File: src/rtl/multicycle_control_if.sv
// Bundle between the multicycle LEGv8 sequencer and its datapath/memories.
//   opcode      : instruction[31:21]; valid while imem_ready=1
//   imem_ready  : instruction memory data valid
//   dmem_ready  : data memory access complete
//   zero        : ALU zero flag (sampled in EXEC for CBZ)
//   imem_req, irwrite, pcwrite, pcsrc : fetch / PC control
//   reg2loc, alusrc, mem2reg, regwrite, memread, memwrite, aluop, signop :
//               datapath controls
//   illegal, fault : one-cycle exception pulses
//   retired     : retired-instruction counter
// The master modport is the sequencer; the slave modport is the datapath side.
interface multicycle_control_if #(
    parameter int CNT_W = 32
);
    logic [10:0]      opcode;
    logic             imem_ready;
    logic             dmem_ready;
    logic             zero;
    logic             imem_req;
    logic             irwrite;
    logic             pcwrite;
    logic             pcsrc;
    logic             reg2loc;
    logic             alusrc;
    logic             mem2reg;
    logic             regwrite;
    logic             memread;
    logic             memwrite;
    logic [3:0]       aluop;
    logic [2:0]       signop;
    logic             illegal;
    logic             fault;
    logic [CNT_W-1:0] retired;

    modport master (
        input  opcode, imem_ready, dmem_ready, zero,
        output imem_req, irwrite, pcwrite, pcsrc, reg2loc, alusrc, mem2reg,
               regwrite, memread, memwrite, aluop, signop, illegal, fault,
               retired
    );

    modport slave (
        output opcode, imem_ready, dmem_ready, zero,
        input  imem_req, irwrite, pcwrite, pcsrc, reg2loc, alusrc, mem2reg,
               regwrite, memread, memwrite, aluop, signop, illegal, fault,
               retired
    );
endinterface

File: src/rtl/multicycle_control.sv
// Multicycle LEGv8 control sequencer: FETCH -> DECODE -> EXEC -> MEM -> WB.
// Latches the fetched opcode, drives the datapath control set, counts
// retired instructions and aborts memory waits after TIMEOUT cycles.
// Ports:
//   clk  : clock, all state on rising edge
//   rst  : asynchronous active-high reset
//   bus  : multicycle_control_if master modport (see interface header)
module multicycle_control #(
    parameter int CNT_W   = 32,
    parameter int TIMEOUT = 255
) (
    input  logic                 clk,
    input  logic                 rst,
    multicycle_control_if.master bus
);
    localparam int WCNT_W = ($clog2(TIMEOUT + 1) > 8) ? $clog2(TIMEOUT + 1) : 8;
    localparam logic [WCNT_W-1:0] FETCH_LAST = WCNT_W'(TIMEOUT - 1);
    localparam logic [WCNT_W-1:0] MEM_LIMIT  = WCNT_W'(TIMEOUT);

    typedef enum logic [2:0] {S_FETCH, S_DECODE, S_EXEC, S_MEM, S_WB} state_t;
    typedef enum logic [2:0] {C_ILL, C_LDUR, C_STUR, C_ALU, C_B, C_CBZ} cls_t;

    state_t             state_reg, state_next;
    logic [10:0]        op_reg, op_next;
    logic [WCNT_W-1:0]  wcnt_reg, wcnt_next;
    logic [CNT_W-1:0]   retired_reg, retired_next;

    // Static decode of the latched opcode.
    cls_t       cls;
    logic [3:0] aluop_dec;
    logic [2:0] signop_dec;
    logic       reg2loc_dec, alusrc_dec, mem2reg_dec;

    always_comb begin
        cls         = C_ILL;
        aluop_dec   = 4'b0000;
        signop_dec  = 3'b000;
        reg2loc_dec = 1'b0;
        alusrc_dec  = 1'b0;
        mem2reg_dec = 1'b0;
        casez (op_reg)
            11'b11111000010: begin cls = C_LDUR; aluop_dec = 4'b0010; signop_dec = 3'b001;
                                   alusrc_dec = 1'b1; mem2reg_dec = 1'b1; end
            11'b11111000000: begin cls = C_STUR; aluop_dec = 4'b0010; signop_dec = 3'b001;
                                   alusrc_dec = 1'b1; reg2loc_dec = 1'b1; end
            11'b10001011000: begin cls = C_ALU; aluop_dec = 4'b0010; end
            11'b11001011000: begin cls = C_ALU; aluop_dec = 4'b0110; end
            11'b10001010000: begin cls = C_ALU; aluop_dec = 4'b0000; end
            11'b10101010000: begin cls = C_ALU; aluop_dec = 4'b0001; end
            11'b1001000100?: begin cls = C_ALU; aluop_dec = 4'b0010; alusrc_dec = 1'b1; end
            11'b1101000100?: begin cls = C_ALU; aluop_dec = 4'b0110; alusrc_dec = 1'b1; end
            // MOVZ: hw field selects the 16-bit lane of the shifted immediate
            11'b110100101??: begin cls = C_ALU; aluop_dec = 4'b0111; alusrc_dec = 1'b1;
                                   signop_dec = {1'b1, op_reg[1:0]}; end
            11'b000101?????: begin cls = C_B; aluop_dec = 4'b0111; signop_dec = 3'b011; end
            11'b10110100???: begin cls = C_CBZ; aluop_dec = 4'b0111; signop_dec = 3'b010;
                                   reg2loc_dec = 1'b1; end
            default:         cls = C_ILL;
        endcase
    end

    always_ff @(posedge clk or posedge rst) begin
        if (rst) begin
            state_reg   <= S_FETCH;
            op_reg      <= '0;
            wcnt_reg    <= '0;
            retired_reg <= '0;
        end else begin
            state_reg   <= state_next;
            op_reg      <= op_next;
            wcnt_reg    <= wcnt_next;
            retired_reg <= retired_next;
        end
    end

    logic imem_req_c, irwrite_c, pcwrite_c, pcsrc_c, regwrite_c;
    logic memread_c, memwrite_c, illegal_c, fault_c;

    always_comb begin
        state_next   = state_reg;
        op_next      = op_reg;
        wcnt_next    = '0;          // only the waiting states keep counting
        retired_next = retired_reg;
        imem_req_c   = 1'b0;
        irwrite_c    = 1'b0;
        pcwrite_c    = 1'b0;
        pcsrc_c      = 1'b0;
        regwrite_c   = 1'b0;
        memread_c    = 1'b0;
        memwrite_c   = 1'b0;
        illegal_c    = 1'b0;
        fault_c      = 1'b0;
        case (state_reg)
            S_FETCH: begin
                imem_req_c = 1'b1;
                if (bus.imem_ready) begin
                    irwrite_c  = 1'b1;
                    op_next    = bus.opcode;
                    state_next = S_DECODE;
                end else if (wcnt_reg == FETCH_LAST) begin
                    // abort this fetch attempt and keep requesting
                    fault_c = 1'b1;
                end else begin
                    wcnt_next = wcnt_reg + 1'b1;
                end
            end
            S_DECODE: begin
                if (cls == C_ILL) begin
                    // retire as a no-op so the PC moves past the bad word
                    illegal_c    = 1'b1;
                    pcwrite_c    = 1'b1;
                    retired_next = retired_reg + 1'b1;
                    state_next   = S_FETCH;
                end else begin
                    state_next = S_EXEC;
                end
            end
            S_EXEC: begin
                case (cls)
                    C_LDUR, C_STUR: state_next = S_MEM;
                    C_B, C_CBZ: begin
                        pcwrite_c    = 1'b1;
                        pcsrc_c      = (cls == C_B) ? 1'b1 : bus.zero;
                        retired_next = retired_reg + 1'b1;
                        state_next   = S_FETCH;
                    end
                    default: state_next = S_WB;
                endcase
            end
            S_MEM: begin
                if (wcnt_reg == MEM_LIMIT) begin
                    // access skipped: strobes drop, instruction still retires
                    fault_c      = 1'b1;
                    pcwrite_c    = 1'b1;
                    retired_next = retired_reg + 1'b1;
                    state_next   = S_FETCH;
                end else begin
                    memread_c  = (cls == C_LDUR);
                    memwrite_c = (cls == C_STUR);
                    if (bus.dmem_ready) begin
                        if (cls == C_LDUR) begin
                            state_next = S_WB;
                        end else begin
                            pcwrite_c    = 1'b1;
                            retired_next = retired_reg + 1'b1;
                            state_next   = S_FETCH;
                        end
                    end else begin
                        wcnt_next = wcnt_reg + 1'b1;
                    end
                end
            end
            S_WB: begin
                regwrite_c   = 1'b1;
                pcwrite_c    = 1'b1;
                retired_next = retired_reg + 1'b1;
                state_next   = S_FETCH;
            end
            default: state_next = S_FETCH;
        endcase
    end

    // Every control is forced low while reset is held, independent of state.
    assign bus.imem_req = imem_req_c  & ~rst;
    assign bus.irwrite  = irwrite_c   & ~rst;
    assign bus.pcwrite  = pcwrite_c   & ~rst;
    assign bus.pcsrc    = pcsrc_c     & ~rst;
    assign bus.regwrite = regwrite_c  & ~rst;
    assign bus.memread  = memread_c   & ~rst;
    assign bus.memwrite = memwrite_c  & ~rst;
    assign bus.illegal  = illegal_c   & ~rst;
    assign bus.fault    = fault_c     & ~rst;
    assign bus.reg2loc  = reg2loc_dec & ~rst;
    assign bus.alusrc   = alusrc_dec  & ~rst;
    assign bus.mem2reg  = mem2reg_dec & ~rst;
    assign bus.aluop    = aluop_dec   & {4{~rst}};
    assign bus.signop   = signop_dec  & {3{~rst}};
    assign bus.retired  = retired_reg;
endmodule

File: src/flat_wrapper.sv
// flat-port wrapper written by rule: the top's interface ports become plain ports
module multicycle_control_flat 
#(
    parameter int CNT_W   = 32,
    parameter int TIMEOUT = 255
)
  (clk, rst, bus_opcode, bus_imem_ready, bus_dmem_ready, bus_zero, bus_imem_req, bus_irwrite, bus_pcwrite, bus_pcsrc, bus_reg2loc, bus_alusrc, bus_mem2reg, bus_regwrite, bus_memread, bus_memwrite, bus_aluop, bus_signop, bus_illegal, bus_fault, bus_retired);
  multicycle_control_if #(.CNT_W(CNT_W)) bus_i ();
  input  logic clk;
  input  logic rst;
  input wire logic [$bits(bus_i.opcode)-1:0] bus_opcode;
  input wire logic [$bits(bus_i.imem_ready)-1:0] bus_imem_ready;
  input wire logic [$bits(bus_i.dmem_ready)-1:0] bus_dmem_ready;
  input wire logic [$bits(bus_i.zero)-1:0] bus_zero;
  output wire logic [$bits(bus_i.imem_req)-1:0] bus_imem_req;
  output wire logic [$bits(bus_i.irwrite)-1:0] bus_irwrite;
  output wire logic [$bits(bus_i.pcwrite)-1:0] bus_pcwrite;
  output wire logic [$bits(bus_i.pcsrc)-1:0] bus_pcsrc;
  output wire logic [$bits(bus_i.reg2loc)-1:0] bus_reg2loc;
  output wire logic [$bits(bus_i.alusrc)-1:0] bus_alusrc;
  output wire logic [$bits(bus_i.mem2reg)-1:0] bus_mem2reg;
  output wire logic [$bits(bus_i.regwrite)-1:0] bus_regwrite;
  output wire logic [$bits(bus_i.memread)-1:0] bus_memread;
  output wire logic [$bits(bus_i.memwrite)-1:0] bus_memwrite;
  output wire logic [$bits(bus_i.aluop)-1:0] bus_aluop;
  output wire logic [$bits(bus_i.signop)-1:0] bus_signop;
  output wire logic [$bits(bus_i.illegal)-1:0] bus_illegal;
  output wire logic [$bits(bus_i.fault)-1:0] bus_fault;
  output wire logic [$bits(bus_i.retired)-1:0] bus_retired;
  assign bus_i.opcode = bus_opcode;
  assign bus_i.imem_ready = bus_imem_ready;
  assign bus_i.dmem_ready = bus_dmem_ready;
  assign bus_i.zero = bus_zero;
  assign bus_imem_req = bus_i.imem_req;
  assign bus_irwrite = bus_i.irwrite;
  assign bus_pcwrite = bus_i.pcwrite;
  assign bus_pcsrc = bus_i.pcsrc;
  assign bus_reg2loc = bus_i.reg2loc;
  assign bus_alusrc = bus_i.alusrc;
  assign bus_mem2reg = bus_i.mem2reg;
  assign bus_regwrite = bus_i.regwrite;
  assign bus_memread = bus_i.memread;
  assign bus_memwrite = bus_i.memwrite;
  assign bus_aluop = bus_i.aluop;
  assign bus_signop = bus_i.signop;
  assign bus_illegal = bus_i.illegal;
  assign bus_fault = bus_i.fault;
  assign bus_retired = bus_i.retired;
  multicycle_control #(.CNT_W(CNT_W), .TIMEOUT(TIMEOUT)) u_core (.clk(clk), .rst(rst), .bus(bus_i));
endmodule
File: config.mk
export PLATFORM = sky130hd
export DESIGN_NAME = multicycle_control_flat
export DESIGN_NICKNAME = d
export VERILOG_FILES = /design/src/rtl/multicycle_control_if.sv /design/src/rtl/multicycle_control.sv /design/src/flat_wrapper.sv
export SDC_FILE = /design/constraint.sdc
export NUM_CORES = 1
export LEC_CHECK = 0
export CAP_MARGIN = 20
export CELL_PAD_IN_SITES_DETAIL_PLACEMENT = 1
export CELL_PAD_IN_SITES_GLOBAL_PLACEMENT = 1
export CORE_MARGIN = 10
export CORE_UTILIZATION = 36
export CTS_BUF_LIST = sky130_fd_sc_hd__clkbuf_8
export CTS_CLUSTER_SIZE = 14
export DETAILED_ROUTE_END_ITERATION = 8
export PLACE_DENSITY = 0.81
export SLEW_MARGIN = 20
export SYNTH_ARGS = -nofsm -noshare
export SYNTH_HDL_FRONTEND = slang
export SYNTH_SLANG_ARGS = --single-unit
File: constraint.sdc
create_clock -name clk -period 2.39 [get_ports clk]
set_input_delay 0.478 -clock clk [delete_from_list [all_inputs] [get_ports clk]]
set_output_delay 0.478 -clock clk [all_outputs]
set_load 0.01 [all_outputs]
=== Word level (Yosys, flattened, before mapping) ===
Index checks and enable logic that the tools add are counted.

* Input bits: 16
* Logic and storage cells: 108
* Register bits: 54

* Multiplexer cells: 46
* Bitwise operators: 15
* Reductions and logical operators: 15
* Equal/unequal tests: 26
* Add/sub/neg operators: 2

{| class="wikitable"
|+ Operator list
! operator !! number
|-
| 2-to-1 mux 32 bit || 5
|-
| one-hot mux 32 bit (4 select lines) || 1
|-
| equality test 11 bit (second input constant) || 6
|-
| one-hot mux 3 bit (4 select lines) || 3
|-
| adder 32 x 1 -> 32 bit (second input constant) || 1
|-
| 2-to-1 mux 8 bit || 4
|-
| equality test 8 bit (second input constant) || 3
|-
| 2-to-1 mux 1 bit || 23
|-
| equality test 10 bit (second input constant) || 2
|-
| one-hot mux 8 bit (2 select lines) || 1
|-
| one-hot mux 3 bit (5 select lines) || 1
|-
| bitwise AND 1 bit || 12
|-
| 2-to-1 mux 3 bit || 4
|-
| OR reduction 2 bit || 5
|-
| equality test 3 x 2 -> 1 bit (second input constant) || 3
|-
| equality test 3 bit (second input constant) || 3
|-
| equality test 9 bit (second input constant) || 1
|-
| adder 8 x 1 -> 8 bit (second input constant) || 1
|-
| OR reduction 7 bit || 1
|-
| equality test 3 x 1 -> 1 bit (second input constant) || 2
|-
| equality test 6 x 3 -> 1 bit (second input constant) || 1
|-
| zero test 3 bit || 2
|-
| != test 3 x 2 -> 1 bit (second input constant) || 2
|-
| one-hot mux 3 bit (2 select lines) || 1
|-
| 14 further kinds || 16
|}

=== Depth between registers and ports, before layout ===
* Depth after elaboration: 9
* Depth in mapped cells: 8
* Depth with buffers taken out: 7

=== Worst setup path after synthesis ===
OpenSTA, ideal clock, no wires.

* Kind: input-to-output
* From: in rst
* To: out bus_memread
* Arrival: 2.202 ns
* Buffers on the path: 0
* Cell stages on the path: 3
* Path slack: -0.290 ns
* Cell sequence: inv_1 > and3_1 > and2b_1

* Word-level cells in the longest chain between the ends: 2

{| class="wikitable"
|+ RTL lines
! element !! RTL line !! text
|-
| from (decl) || flat_wrapper.sv:10 || <nowiki>input logic rst;</nowiki>
|-
| NOT 1 bit || multicycle_control.sv:169 || <nowiki>assign bus.memread = memread_c & ~rst;</nowiki>
|-
| bitwise AND 1 bit || multicycle_control.sv:169 ||
|-
| to (decl) || flat_wrapper.sv:23 || <nowiki>output wire logic [$bits(bus_i.memread)-1:0] bus_memread;</nowiki>
|}

No other way between the ends.

=== Final worst setup path ===
* From: reg u_core.op_reg[7]
* To: out bus_aluop[0]

* Word-level cells in the longest chain between the ends: 4

{| class="wikitable"
|+ RTL lines
! element !! RTL line !! text
|-
| from (decl) || multicycle_control.sv:24 || <nowiki>logic [10:0] op_reg, op_next;</nowiki>
|-
| from (signal assigned) || multicycle_control.sv:70 || <nowiki>op_reg <= op_next;</nowiki>
|-
| equality test 11 bit (tied with other cells) || multicycle_control.sv:41 || <nowiki>casez (op_reg)</nowiki>
|-
| OR reduction 4 bit (no source line) (tied with other cells) || - ||
|-
| one-hot mux 3 bit (4 select lines) * || multicycle_control.sv:41 ||
|-
| bitwise AND 3 x 4 -> 4 bit * || multicycle_control.sv:176 || <nowiki>assign bus.aluop = aluop_dec & {4{~rst}};</nowiki>
|-
| to (decl) || flat_wrapper.sv:25 || <nowiki>output wire logic [$bits(bus_i.aluop)-1:0] bus_aluop;</nowiki>
|}

Every way passes the cells marked *; elsewhere a longest branch is shown, timed or not.

==> results.toml <==
[status]
outcome = "finished, violations left"
violations = "setup timing"

[sta]
tns_ns = -0.994
setup_viol = 12
fin_crit_sh = 1.07
rsz0062_at_grt = "yes"
hold_viol = 0
drv_slew = 0
fmax_mhz = 391
fin_crit_ns = 2.56
skew_ns = 0.0132
setup_ws_ns = -0.171

[synthesis]
synth_edf_count = 0
synth_xor_area_frac = 0.109
synthFlopType = "dfrtp_1"
synthDistinctLibCells = 51
syn_nets = 320
synth_top_family_by_area = "simple AND/OR/NAND/NOR gates"
synth_mux_area_frac = 0.0408
ys_seq_area_frac = 0.454
ys_seq_elements = 54
synth_fa_ha_area_frac = 0.0126
ys_warn_count = 0
synthCells = 301
synth-simple-area-share = 0.282
synth_area_per_cell_um2 = 9.89
syn_area_um2 = 2980
synth_compound_area_frac = 0.0723
async_flop_share = 1.00

[power_and_ir_drop]
p_seq_frac = 0.450
swShare = 0.352
power_density_nw_per_um2 = 571
vdd_drop_max_mv = 0.429
power.share.combinational = 0.340
clock_power_share = 0.210
p_leak_nw = 1.97
switchingPower_mw = 0.941
p_int_mw = 1.73

[drt]
via_per_inst = 5.52
ant_nets = 0
first_pass_iters = 4
wire_per_inst_um = 21.3
vias = 3031
routed_wl_mm = 11.7
drc = 0
drt_iter0_drc = 157

[critical_path]
crit_chain = "buf_6 -> nor4bb_4 -> buf_4 -> nand2_2 -> or4_4 -> a21oi_2 -> buf_2"
cp_slowest_stage_delay_ns = 0.44
worstSetupEndpointType = "primary output"
cp.arrival_ns = 2.08
reg2reg_slack_ns = 0
cpMaxStageDelayCell = "dfrtp_1"
start_kind = "flop"
critPathRequiredTime_ns = 1.91
path_max_fanout = 4
worstSetupPathType = "reg2out"

[finish]
nets = 462
nFillCells = 895
drive_gt1_frac = 0.372
diodes = 0
largest_register_ffs = 32
area_delta_synth_final_pct = 57.4
finalNonFillerCells = 549

[die]
die_area_um2 = 12300
core_um2 = 8130
fp.dieW_um = 111
die_h_um = 111
rows = 33
start_util = 0.366
pin_count = 67

[global_route]
grt_pass1_vias = 3329
grt_antenna_before_repair = 0
grt_use_total = 0.175
overflow = 0
grt_first_pass_wirelength_mm = 18.0
grt_max_degree = 38

[clock_network]
root_buffer = "clkbuf_8"
cts_buffer_depth = 2
cts-htree-levels = 2
clk_pin_slew_ns = 0.12
numCtsBuffers = 5
clock_latency_ns = 0.32
cts_tree = "done"
numClockSinks = 54

[placed_design]
gp_congestion = 0.865
hpwl_mm = 7.69
portBuffers = 65
dp_cells = 524

[min_path]
hold_path_class = "reg2reg"

[run]
maxCapViolCount = 0
## worst paths after layout
kind	startpoint	end	cells past startpoint
max reg2reg	u_core.wcnt_reg[0]	u_core.bus.retired[15]	9
min reg2reg	u_core.bus.retired[31]	u_core.bus.retired[31]	1
max	u_core.op_reg[7]	bus_aluop[0]	7
max in group asynchronous	rst	u_core.op_reg[2]	3
min in group asynchronous	rst	u_core.wcnt_reg[2]	3
min	u_core.bus.retired[31]	u_core.bus.retired[31]	1
## layer usage
| layer | wire length [um] | GRT usage |
|---|---|---|
| met1 | 4680 | 0.194 |
| met2 | 6280 | 0.324 |
| met3 | 464 | 0.0352 |
| met4 | 266 | 0.0538 |
| met5 | 0 | 0 |
## metrics by stage
stage | util | setup WS [ns] | hold WS, ns | instance area, um^2 | power (mW)
finish | 0.576 | -0.171 | 0.493 | 4680 | 2.67
floorplan | - | -0.00503 | 0.492 | 2980 | 1.49
global placement | 0.515 | -0.193 | 0.460 | 4190 | 1.91
detailed placement | 0.515 | -0.243 | 0.462 | 4190 | 1.95
global route | 0.576 | -0.288 | 0.518 | 4680 | 2.82
CTS | 0.550 | -0.234 | 0.478 | 4470 | 2.61
## placed cells by master, fill, tap and decap left out, drive strengths merged, types with 4 or more instances in the layout
cell	count
nor3	12
o21ai	6
nor4	10
buf	92
nor2	27
mux2	9
nand4	25
nand2	20
inv	11
nand3	20
nor4bb	4
clkdlybuf4s50	48
and2	5
and3	8
dfrtp	54
or3	4
xnor2	25
xor2	12
clkbuf	6
a21oi	8
## synthesized netlist by cell type (2+ instances only)
| cell type | instances | area [um^2] |
|---|---|---|
| xor2_1 | 12 | 105 |
| nor4bb_1 | 4 | 40.0 |
| nor4_1 | 5 | 31.3 |
| xnor2_1 | 25 | 219 |
| mux2i_1 | 2 | 20.0 |
| inv_1 | 11 | 41.3 |
| buf_4 | 2 | 15.0 |
| and2_1 | 5 | 31.3 |
| or3_1 | 4 | 25.0 |
| a31oi_1 | 2 | 12.5 |
| o21ai_1 | 4 | 20.0 |
| or4_1 | 3 | 22.5 |
| buf_2 | 3 | 15.0 |
| nand3_1 | 20 | 100 |
| and3_1 | 8 | 50.1 |
| nand2_1 | 20 | 75.1 |
| nor4_2 | 5 | 62.6 |
| mux2_1 | 5 | 56.3 |
| dfrtp_1 | 54 | 1350 |
| o21ai_0 | 2 | 10.0 |
| nor2_1 | 26 | 97.6 |
| nand2b_1 | 2 | 12.5 |
| nor3_1 | 12 | 60.1 |
| a21oi_1 | 8 | 40.0 |
| clkbuf_1 | 3 | 11.3 |
| ha_1 | 3 | 37.5 |
| nand4_1 | 24 | 150 |
| mux2_2 | 4 | 45.0 |
## power groups by stage
stage / logic, mW / registers, mW / clock network (mW)
after floorplan: 0.298 / 1.19 / 0
after global placement: 0.730 / 1.18 / 0
after detailed placement: 0.754 / 1.19 / 0
after CTS: 0.842 / 1.18 / 0.585
after global routing: 0.983 / 1.22 / 0.613
final: 0.909 / 1.20 / 0.561
## cells by family (layout without fill, tap and decap cells)
| group | count (synthesis) | count (layout) |
|---|---|---|
| other | 1 | 1 |
| XOR/XNOR | 37 | 37 |
| AND/OR/NAND/NOR | 148 | 148 |
| buffers and inverters | 19 | 162 |
| multiplexers | 11 | 11 |
| flip-flops | 54 | 54 |
| adder cells (fa/ha/maj) | 3 | 3 |
| AO/OA/AOI/OAI | 28 | 28 |
## worst max-delay path, delay by kind of cell, from the launching register on
family / cells / cell delay [ns]
compound gates: 1 / 0.14
simple gates: 3 / 0.73
flops: 1 / 0.44
buf+inv: 3 / 0.46
## final cells by class
| class | instances | area, um^2 | share of cell area |
|---|---|---|---|
| multi-input combinational | 228 | 1850 | 0.395 |
| sequential | 54 | 1360 | 0.290 |
| timing repair buffer | 143 | 1200 | 0.257 |
| tap | 105 | 131 | 0.0280 |
| clock buffer | 5 | 68.8 | 0.0147 |
| inverter | 11 | 45.0 | 0.00962 |
| clock inverter | 3 | 28.8 | 0.00614 |
## what timing repair did
item | 4_1_cts | 5_1_grt
endpoints found under the setup margin | 25 | 24
setup buffers | 9 | 9
hold buffers | 0 | 0
resized for setup | 101 | 35
pin swaps | 21 | 28
Power figures use the tool's default switching activity.
